==> src/rtl/rgb_ball_pkg.sv <==
// Shared definitions for the RGB ball generator and detector: colour codes,
// generator FSM encoding and the permutation lookup.
package rgb_ball_pkg;

  localparam logic [1:0] GC = 2'b00;
  localparam logic [1:0] BC = 2'b01;
  localparam logic [1:0] RC = 2'b10;
  localparam logic [1:0] NC = 2'b11;

  localparam logic [2:0] PERM_MAX = 3'd5;

  typedef enum logic [1:0] {IDLE, B0, B1, B2} state_t;

  // Index -> ball order: 0 GBR, 1 GRB, 2 BGR, 3 BRG, 4 RGB, 5 RBG.
  function automatic logic [1:0] perm_color(input logic [2:0] p, input logic [1:0] pos);
    logic [5:0] order;
    order = {NC, NC, NC};
    case (p)
      3'd0:    order = {GC, BC, RC};
      3'd1:    order = {GC, RC, BC};
      3'd2:    order = {BC, GC, RC};
      3'd3:    order = {BC, RC, GC};
      3'd4:    order = {RC, GC, BC};
      3'd5:    order = {RC, BC, GC};
      default: order = {NC, NC, NC};
    endcase
    case (pos)
      2'd0:    return order[5:4];
      2'd1:    return order[3:2];
      default: return order[1:0];
    endcase
  endfunction

  function automatic logic [2:0] next_perm(input logic [2:0] p);
    return (p >= PERM_MAX) ? 3'd0 : p + 3'd1;
  endfunction

endpackage

==> src/rtl/rgb_ball_seq_gen_if.sv <==
// Control handshake and colour stream between a test controller (master)
// and the ball sequence generator (slave).
interface rgb_ball_seq_gen_if #(parameter int REP_W = 4);
  logic             start;
  logic [2:0]       perm;
  logic [REP_W-1:0] nrep;
  logic             rot;
  logic [1:0]       col;
  logic             col_vld;
  logic             busy;
  logic             done;
  logic             err;

  modport master (output start, perm, nrep, rot,
                  input  col, col_vld, busy, done, err);
  modport slave  (input  start, perm, nrep, rot,
                  output col, col_vld, busy, done, err);
endinterface

==> src/rtl/rgb_ball_seq_gen.sv <==
// Emits nrep triples of ball colours from a permutation table, one ball per
// clock, optionally rotating the permutation after every triple.
module rgb_ball_seq_gen
  import rgb_ball_pkg::*;
#(
  parameter int REP_W = 4
) (
  input  logic             clk,
  input  logic             rst,
  rgb_ball_seq_gen_if.slave bus
);

  state_t           state, state_nx;
  logic [2:0]       cur_perm, cur_perm_nx;
  logic [REP_W-1:0] rep_left, rep_left_nx;
  logic [1:0]       col_nx;
  logic             vld_nx, busy_nx, done_nx, err_nx;

  // Outputs are computed for the next state so they can be registered and
  // still show the first ball in the cycle right after start is sampled.
  always_comb begin
    // NOTE: every signal gets a default first so no path leaves it unassigned
    // (an unassigned path in always_comb infers a latch).
    state_nx    = state;
    cur_perm_nx = cur_perm;
    rep_left_nx = rep_left;
    col_nx      = NC;
    vld_nx      = 1'b0;
    busy_nx     = 1'b0;
    done_nx     = 1'b0;
    err_nx      = 1'b0;

    case (state)
      IDLE: begin
        if (bus.start) begin
          if (bus.perm > PERM_MAX) begin
            err_nx = 1'b1;
          end else if (bus.nrep == '0) begin
            done_nx = 1'b1;
          end else begin
            state_nx    = B0;
            cur_perm_nx = bus.perm;
            rep_left_nx = bus.nrep;
            col_nx      = perm_color(bus.perm, 2'd0);
            vld_nx      = 1'b1;
            busy_nx     = 1'b1;
          end
        end
      end
      B0: begin
        state_nx = B1;
        col_nx   = perm_color(cur_perm, 2'd1);
        vld_nx   = 1'b1;
        busy_nx  = 1'b1;
      end
      B1: begin
        state_nx = B2;
        col_nx   = perm_color(cur_perm, 2'd2);
        vld_nx   = 1'b1;
        busy_nx  = 1'b1;
      end
      B2: begin
        rep_left_nx = rep_left - 1'b1;
        if (bus.rot) cur_perm_nx = next_perm(cur_perm);
        if (rep_left == REP_W'(1)) begin
          state_nx = IDLE;
          done_nx  = 1'b1;
        end else begin
          state_nx = B0;
          col_nx   = perm_color(cur_perm_nx, 2'd0);
          vld_nx   = 1'b1;
          busy_nx  = 1'b1;
        end
      end
      default: state_nx = IDLE;
    endcase
  end

  // NOTE: sequential state uses non-blocking assignments so every register
  // samples pre-edge values regardless of statement order.
  always_ff @(posedge clk) begin
    if (rst) begin
      state       <= IDLE;
      cur_perm    <= 3'd0;
      rep_left    <= '0;
      bus.col     <= NC;
      bus.col_vld <= 1'b0;
      bus.busy    <= 1'b0;
      bus.done    <= 1'b0;
      bus.err     <= 1'b0;
    end else begin
      state       <= state_nx;
      cur_perm    <= cur_perm_nx;
      rep_left    <= rep_left_nx;
      bus.col     <= col_nx;
      bus.col_vld <= vld_nx;
      bus.busy    <= busy_nx;
      bus.done    <= done_nx;
      bus.err     <= err_nx;
    end
  end

endmodule
==> src/flat_wrapper.sv <==
// flat-port wrapper written by rule: the top's interface ports become plain ports
module rgb_ball_seq_gen_flat import rgb_ball_pkg::*;
#(
  parameter int REP_W = 4
)
  (clk, rst, bus_start, bus_perm, bus_nrep, bus_rot, bus_col, bus_col_vld, bus_busy, bus_done, bus_err);
  rgb_ball_seq_gen_if #(.REP_W(REP_W)) bus_i ();
  input  logic clk;
  input  logic rst;
  input wire logic [$bits(bus_i.start)-1:0] bus_start;
  input wire logic [$bits(bus_i.perm)-1:0] bus_perm;
  input wire logic [$bits(bus_i.nrep)-1:0] bus_nrep;
  input wire logic [$bits(bus_i.rot)-1:0] bus_rot;
  output wire logic [$bits(bus_i.col)-1:0] bus_col;
  output wire logic [$bits(bus_i.col_vld)-1:0] bus_col_vld;
  output wire logic [$bits(bus_i.busy)-1:0] bus_busy;
  output wire logic [$bits(bus_i.done)-1:0] bus_done;
  output wire logic [$bits(bus_i.err)-1:0] bus_err;
  assign bus_i.start = bus_start;
  assign bus_i.perm = bus_perm;
  assign bus_i.nrep = bus_nrep;
  assign bus_i.rot = bus_rot;
  assign bus_col = bus_i.col;
  assign bus_col_vld = bus_i.col_vld;
  assign bus_busy = bus_i.busy;
  assign bus_done = bus_i.done;
  assign bus_err = bus_i.err;
  rgb_ball_seq_gen #(.REP_W(REP_W)) u_core (.clk(clk), .rst(rst), .bus(bus_i));
endmodule
==> config.mk <==
export PLATFORM = sky130hd
export DESIGN_NAME = rgb_ball_seq_gen_flat
export DESIGN_NICKNAME = d
export VERILOG_FILES = /design/src/rtl/rgb_ball_pkg.sv /design/src/rtl/rgb_ball_seq_gen_if.sv /design/src/rtl/rgb_ball_seq_gen.sv /design/src/flat_wrapper.sv
export SDC_FILE = /design/constraint.sdc
export NUM_CORES = 1
export LEC_CHECK = 0
export ABC_AREA = 1
export BUFFER_PORTS_ARGS = -buffer_cell sky130_fd_sc_hd__clkbuf_2
export CAP_MARGIN = 20
export CORE_MARGIN = 3
export CORE_UTILIZATION = 40
export DETAILED_ROUTE_END_ITERATION = 6
export PLACE_DENSITY = 0.64
export SETUP_SLACK_MARGIN = 0.2
export SLEW_MARGIN = 20
export SYNTH_ARGS = -nofsm -noshare
export SYNTH_HDL_FRONTEND = slang
export SYNTH_SLANG_ARGS = --single-unit
==> constraint.sdc <==
create_clock -name clk -period 1.87 [get_ports clk]
set_input_delay 0.187 -clock clk [delete_from_list [all_inputs] [get_ports clk]]
set_output_delay 0.187 -clock clk [all_outputs]
set_load 0.005 [all_outputs]
# Word level (Yosys, flattened, before mapping)
# Cells that the tools add are included.
# op_classes
addsub	2
order_cmp	2
eq_ne	22
mux	35
n_bitwise	2
reduce_logical	10
# ops
op	count
6-bit case mux with 6 select lines	2
4-bit case mux with 6 select lines	1
3-bit by 2-bit == test with 1-bit output (second input constant)	6
3-bit == test (second input constant)	6
3-bit two-way mux	6
2-bit case mux with 4 select lines	2
2-bit two-way mux	7
4-bit two-way mux	3
1-bit two-way mux	10
3-bit by 1-bit == test with 1-bit output (second input constant)	3
3-bit logical NOT	3
4-bit case mux with 2 select lines	1
2-bit != test (second input constant)	3
3-bit case mux with 2 select lines	1
2-bit == test (second input constant)	2
4-bit by 1-bit == test with 1-bit output (second input constant)	1
4-bit logical NOT	1
4-bit AND reduction	1
4-bit by 1-bit subtractor with 4-bit output (second input constant)	1
3-bit by 1-bit adder with 3-bit output (second input constant)	1
3-bit >= comparator (second input constant)	1
3-bit > comparator (second input constant)	1
1-bit case mux with 3 select lines	1
3-bit AND reduction	1
other kinds (7)	8
# word_totals
ff_bits	14
out_inout_bits	6

# Depth between registers and ports, before layout
# depth
word_depth	8
mapped_depth	9
mapped_depth_nobuf	9

# Worst setup path after synthesis
# No wires, ideal clock.
# synth_path
path_kind	reg-to-reg
from	register u_core.state[0]
to	register u_core.cur_perm[0]
setup_ps	64
arrival_ps	1258
t_required_ps	1806
setup_slack_ps	548
path_stages_with_launch	8
n_path_buf	0
cell_sequence	dfxtp_1 > inv_1 > ha_1 > a21oi_1 > nand3_2 > nor2_1 > nor2_1 > nor2_1
# synth_between
elab_chain_len	3
# synth_lines
item	line_no	text
start: declaration	rgb_ball_seq_gen.sv:13	state_t state, state_nx;
start signal: assignment	rgb_ball_seq_gen.sv:92	state <= state_nx;
2-bit logical NOT / 2-bit == test (equally long branches)	--	
2-bit != test (no line) / 2-bit nonzero test (equally long branches)	--	
4-bit AND reduction (no line)	--	
end signal: assignment	rgb_ball_seq_gen.sv:93	cur_perm <= cur_perm_nx;
end: declaration	rgb_ball_seq_gen.sv:14	logic [2:0] cur_perm, cur_perm_nx;
# Several ways; a longest one is shown, not always the timed one.
# A chain may end at the register's enable or synchronous reset.

# Final worst setup path
# layout_path
from	register u_core.state[0]
to	register u_core.cur_perm[2]
# The elaborated chain is that of the path after synthesis.

==> impl_metrics.py <==
metrics = {
    "status": {
        "status": "complete, no violations",
    },
    "timing": {
        "fmax_ghz": 0.674,
        "layout_min_cycle_time_ps": 1480,
        "setup_viol": 0,
        "fin_ws_ps": 385,
        "finalHoldViolCount": 0,
        "final-max-slew-violation-count": 0,
        "setup_tns_ps": 0,
        "skew_ps": 0.676,
        "fin_crit_sh": 0.794,
        "tightest_slew_ps": 330,
        "grt_setup_unrepaired": "no",
        "max_slew_margin": 0.780,
    },
    "worst_setup_path": {
        "crit_top_cell": "nor2_1",
        "end_kind": "flip-flop",
        "worst-path-buf-inv": 1,
        "crit_type": "flip-flop to flip-flop",
        "critPathTopFamily": "flip-flops",
        "cp_data_required_time_ps": 2050,
        "crit_chain": "inv_1, ha_1, a21oi_2, nand3_1, nor2_1, nor2_1",
        "cp_max_fo": 6,
        "cp_slowest_stage_delay_ps": 410,
        "arrival_ps": 1660,
        "crit_path_top_delay_cell": "dfxtp_1",
        "crit_path_start_kind": "flip-flop",
    },
    "synthesis": {
        "synth.distinct_cells": 23,
        "netlist_area_um2": 972,
        "synth_async_sr_flop_share": 0,
        "synth.top_cells.by_count": "48 x nand2_1, 18 x nor2_1, 16 x inv_1, 16 x nand3_1, 14 x dfxtp_1",
        "synth_seq_cells": 14,
        "synth.most_common_cell": "nand2_1",
        "ys_top_cells_by_area": "dfxtp_1 29%, nand2_1 19%, ha_1 12%",
        "synth_area_per_cell_um2": 6.35,
        "synth_ff_type": "dfxtp_1",
        "synth_area_leader_cell": "dfxtp_1",
        "ys_seq_area_frac": 0.288,
        "syn-num-nets": 173,
        "synth_edf_count": 0,
        "yosysWarningCount": 0,
        "synth_cells": 153,
        "synth_top_area_frac": 0.288,
    },
    "drt": {
        "dr.pass1.iters": 4,
        "wl_um": 2320,
        "drcViolationCount": 0,
        "via_per_inst": 5.06,
        "ant_nets": 0,
        "vias": 1006,
        "drt_iter0_markers": 29,
        "wl_per_cell_um": 11.7,
    },
    "layout": {
        "layout-drive-gt1-share": 0.152,
        "fin_area_um2": 1110,
        "antennaDiodeCount": 0,
        "multi_input_area_um2": 624,
        "final_cells": 199,
        "fin_nets": 193,
        "regArea_um2": 280,
        "fillers": 248,
        "syn_to_final_growth_pct": 13.8,
    },
    "global_route": {
        "grtUsageMet2": 0.265,
        "met3_usage": 0.0491,
        "grt_util_all_layers": 0.161,
        "grt_max_degree": 11,
        "antenna_found_initial": 0,
        "grt_pass1_vias": 915,
        "grt.busiest_layer": "met2",
        "grt_overflow_total": 0,
        "use_met1": 0.206,
        "grt_pass1_wl_um": 3980,
    },
    "place": {
        "place_area_um2": 1070,
        "port_buffers": 16,
        "dp_hpwl_um": 1820,
        "place_ws_ps": 349,
        "dpl.cell_count": 195,
        "gp_congestion": 0.809,
    },
    "clock_tree": {
        "cts_tree": "done",
        "cts_setup_buffers": 0,
        "cts_sinks": 14,
        "clk_pin_slew_worst_paths_ps": 80,
        "cts-root-buf": "clkbuf_4",
        "clk_path_buf_depth": 2,
        "clock_latency_ps": 270,
        "cts-buffers-inserted": 3,
        "htree_levels": 1,
    },
    "worst_hold_path": {
        "worstHoldPathType": "input pin to flip-flop",
    },
    "pwr": {
        "switchingPower_uw": 746,
        "sequentialPowerShare": 0.322,
        "p_sw_frac": 0.477,
        "total_power_mw": 1.56,
        "p_clk_frac": 0.107,
        "ir_drop_mv": 0.665,
        "p_leak_nw": 0.570,
        "powerDensity_nw_per_um2": 1410,
        "p_int_uw": 817,
        "combPwrFrac": 0.571,
    },
    "floorplan": {
        "die_h_um": 55.3,
        "fp.coreArea_um2": 2250,
        "num_io_pins": 17,
        "dieArea_um2": 3060,
        "die_w_um": 55.3,
        "start_util": 0.431,
        "fp-row-count": 17,
    },
    "run": {
        "maxCapViolCount": 0,
    },
}
-- worst reg2reg max path, delay by kind of cell, from the launching register on --
family | cells | cell delay [ps]
and+or+nand+nor | 3 | 370
buffers and inverters | 1 | 90
DFF | 1 | 410
AOI/OAI and AO/OA | 1 | 220
adders and majority gates | 1 | 300
-- layout by cell type, fill, tap and decap left out --
master	n
nand3_1	17
nand3_2	1
nand2_4	1
inv_1	16
clkbuf_2	16
clkbuf_4	3
nor3_1	1
o21ai_0	7
inv_2	1
a211oi_1	1
or2_2	1
a31oi_1	1
nand3b_1	2
ha_1	9
nand4_1	1
o21bai_1	1
a21oi_1	7
a21oi_2	2
nand2_1	48
o21ai_1	2
dfxtp_1	14
nand2_2	1
nor2_1	18
-- path summary, 6_finish.rpt --
kind | cells past startpoint | endpoint | slack, ps | start
setup / recovery | 6 | u_core.cur_perm[2] | 390 | u_core.state[0]
hold / removal | 3 | u_core.bus.err | 160 | bus_start
setup reg to reg | 6 | u_core.cur_perm[2] | 390 | u_core.state[0]
hold reg to reg | 2 | u_core.rep_left[1] | 470 | u_core.rep_left[1]
-- through the flow --
stage / hold WS, ps / util
global placement: 444 / 0.477
floorplan: 249 / -
CTS: 156 / 0.487
detailed placement: 454 / 0.477
global route: 182 / 0.491
finish: 165 / 0.491
-- state kept, by name, indices dropped and copies added, names as in the netlist --
signal / count
u_core.bus.done: 1
u_core.bus.busy: 1
u_core.bus.err: 1
u_core.state: 2
u_core.bus.col: 2
u_core.rep_left: 4
u_core.cur_perm: 3
-- repair_timing --
| action | CTS | global route |
|---|---|---|
| endpoints found under the setup margin | 0 | 2 |
| hold buffers | 0 | 0 |
| resized for setup | 0 | 1 |
| hold endpoints to repair | 0 | 0 |
-- per-layer routing --
| layer | vias up | routed length [µm] |
|---|---|---|
| li1 | 533 | - |
| met5 | - | 0 |
| met4 | 0 | 12 |
| met1 | 446 | 1080 |
| met3 | 2 | 122 |
| met2 | 25 | 1100 |
-- logic make-up after synthesis --
group	synth area share
AOI/OAI and AO/OA	0.118
adders and majority gates	0.116
buffers and inverters	0.0785
DFF	0.288
and+or+nand+nor	0.399
-- area by class of cell --
cell class,instances,share of cell area
clock buffers,3,0.0204
well taps,28,0.0317
flip-flops and latches,14,0.253
inverters,17,0.0577
multi-input cells,121,0.564
repair buffers,16,0.0724
-- power by group through the flow --
stage / combinational, mW / clock [mW] / sequential (mW)
CTS: 0.873 / 0.174 / 0.505
detailed placement: 0.866 / 0 / 0.513
finish: 0.893 / 0.167 / 0.504
global route: 1.04 / 0.183 / 0.528
global placement: 0.854 / 0 / 0.505
floorplan: 0.680 / 0 / 0.492
No activity file was read; power rests on OpenSTA's default activity.
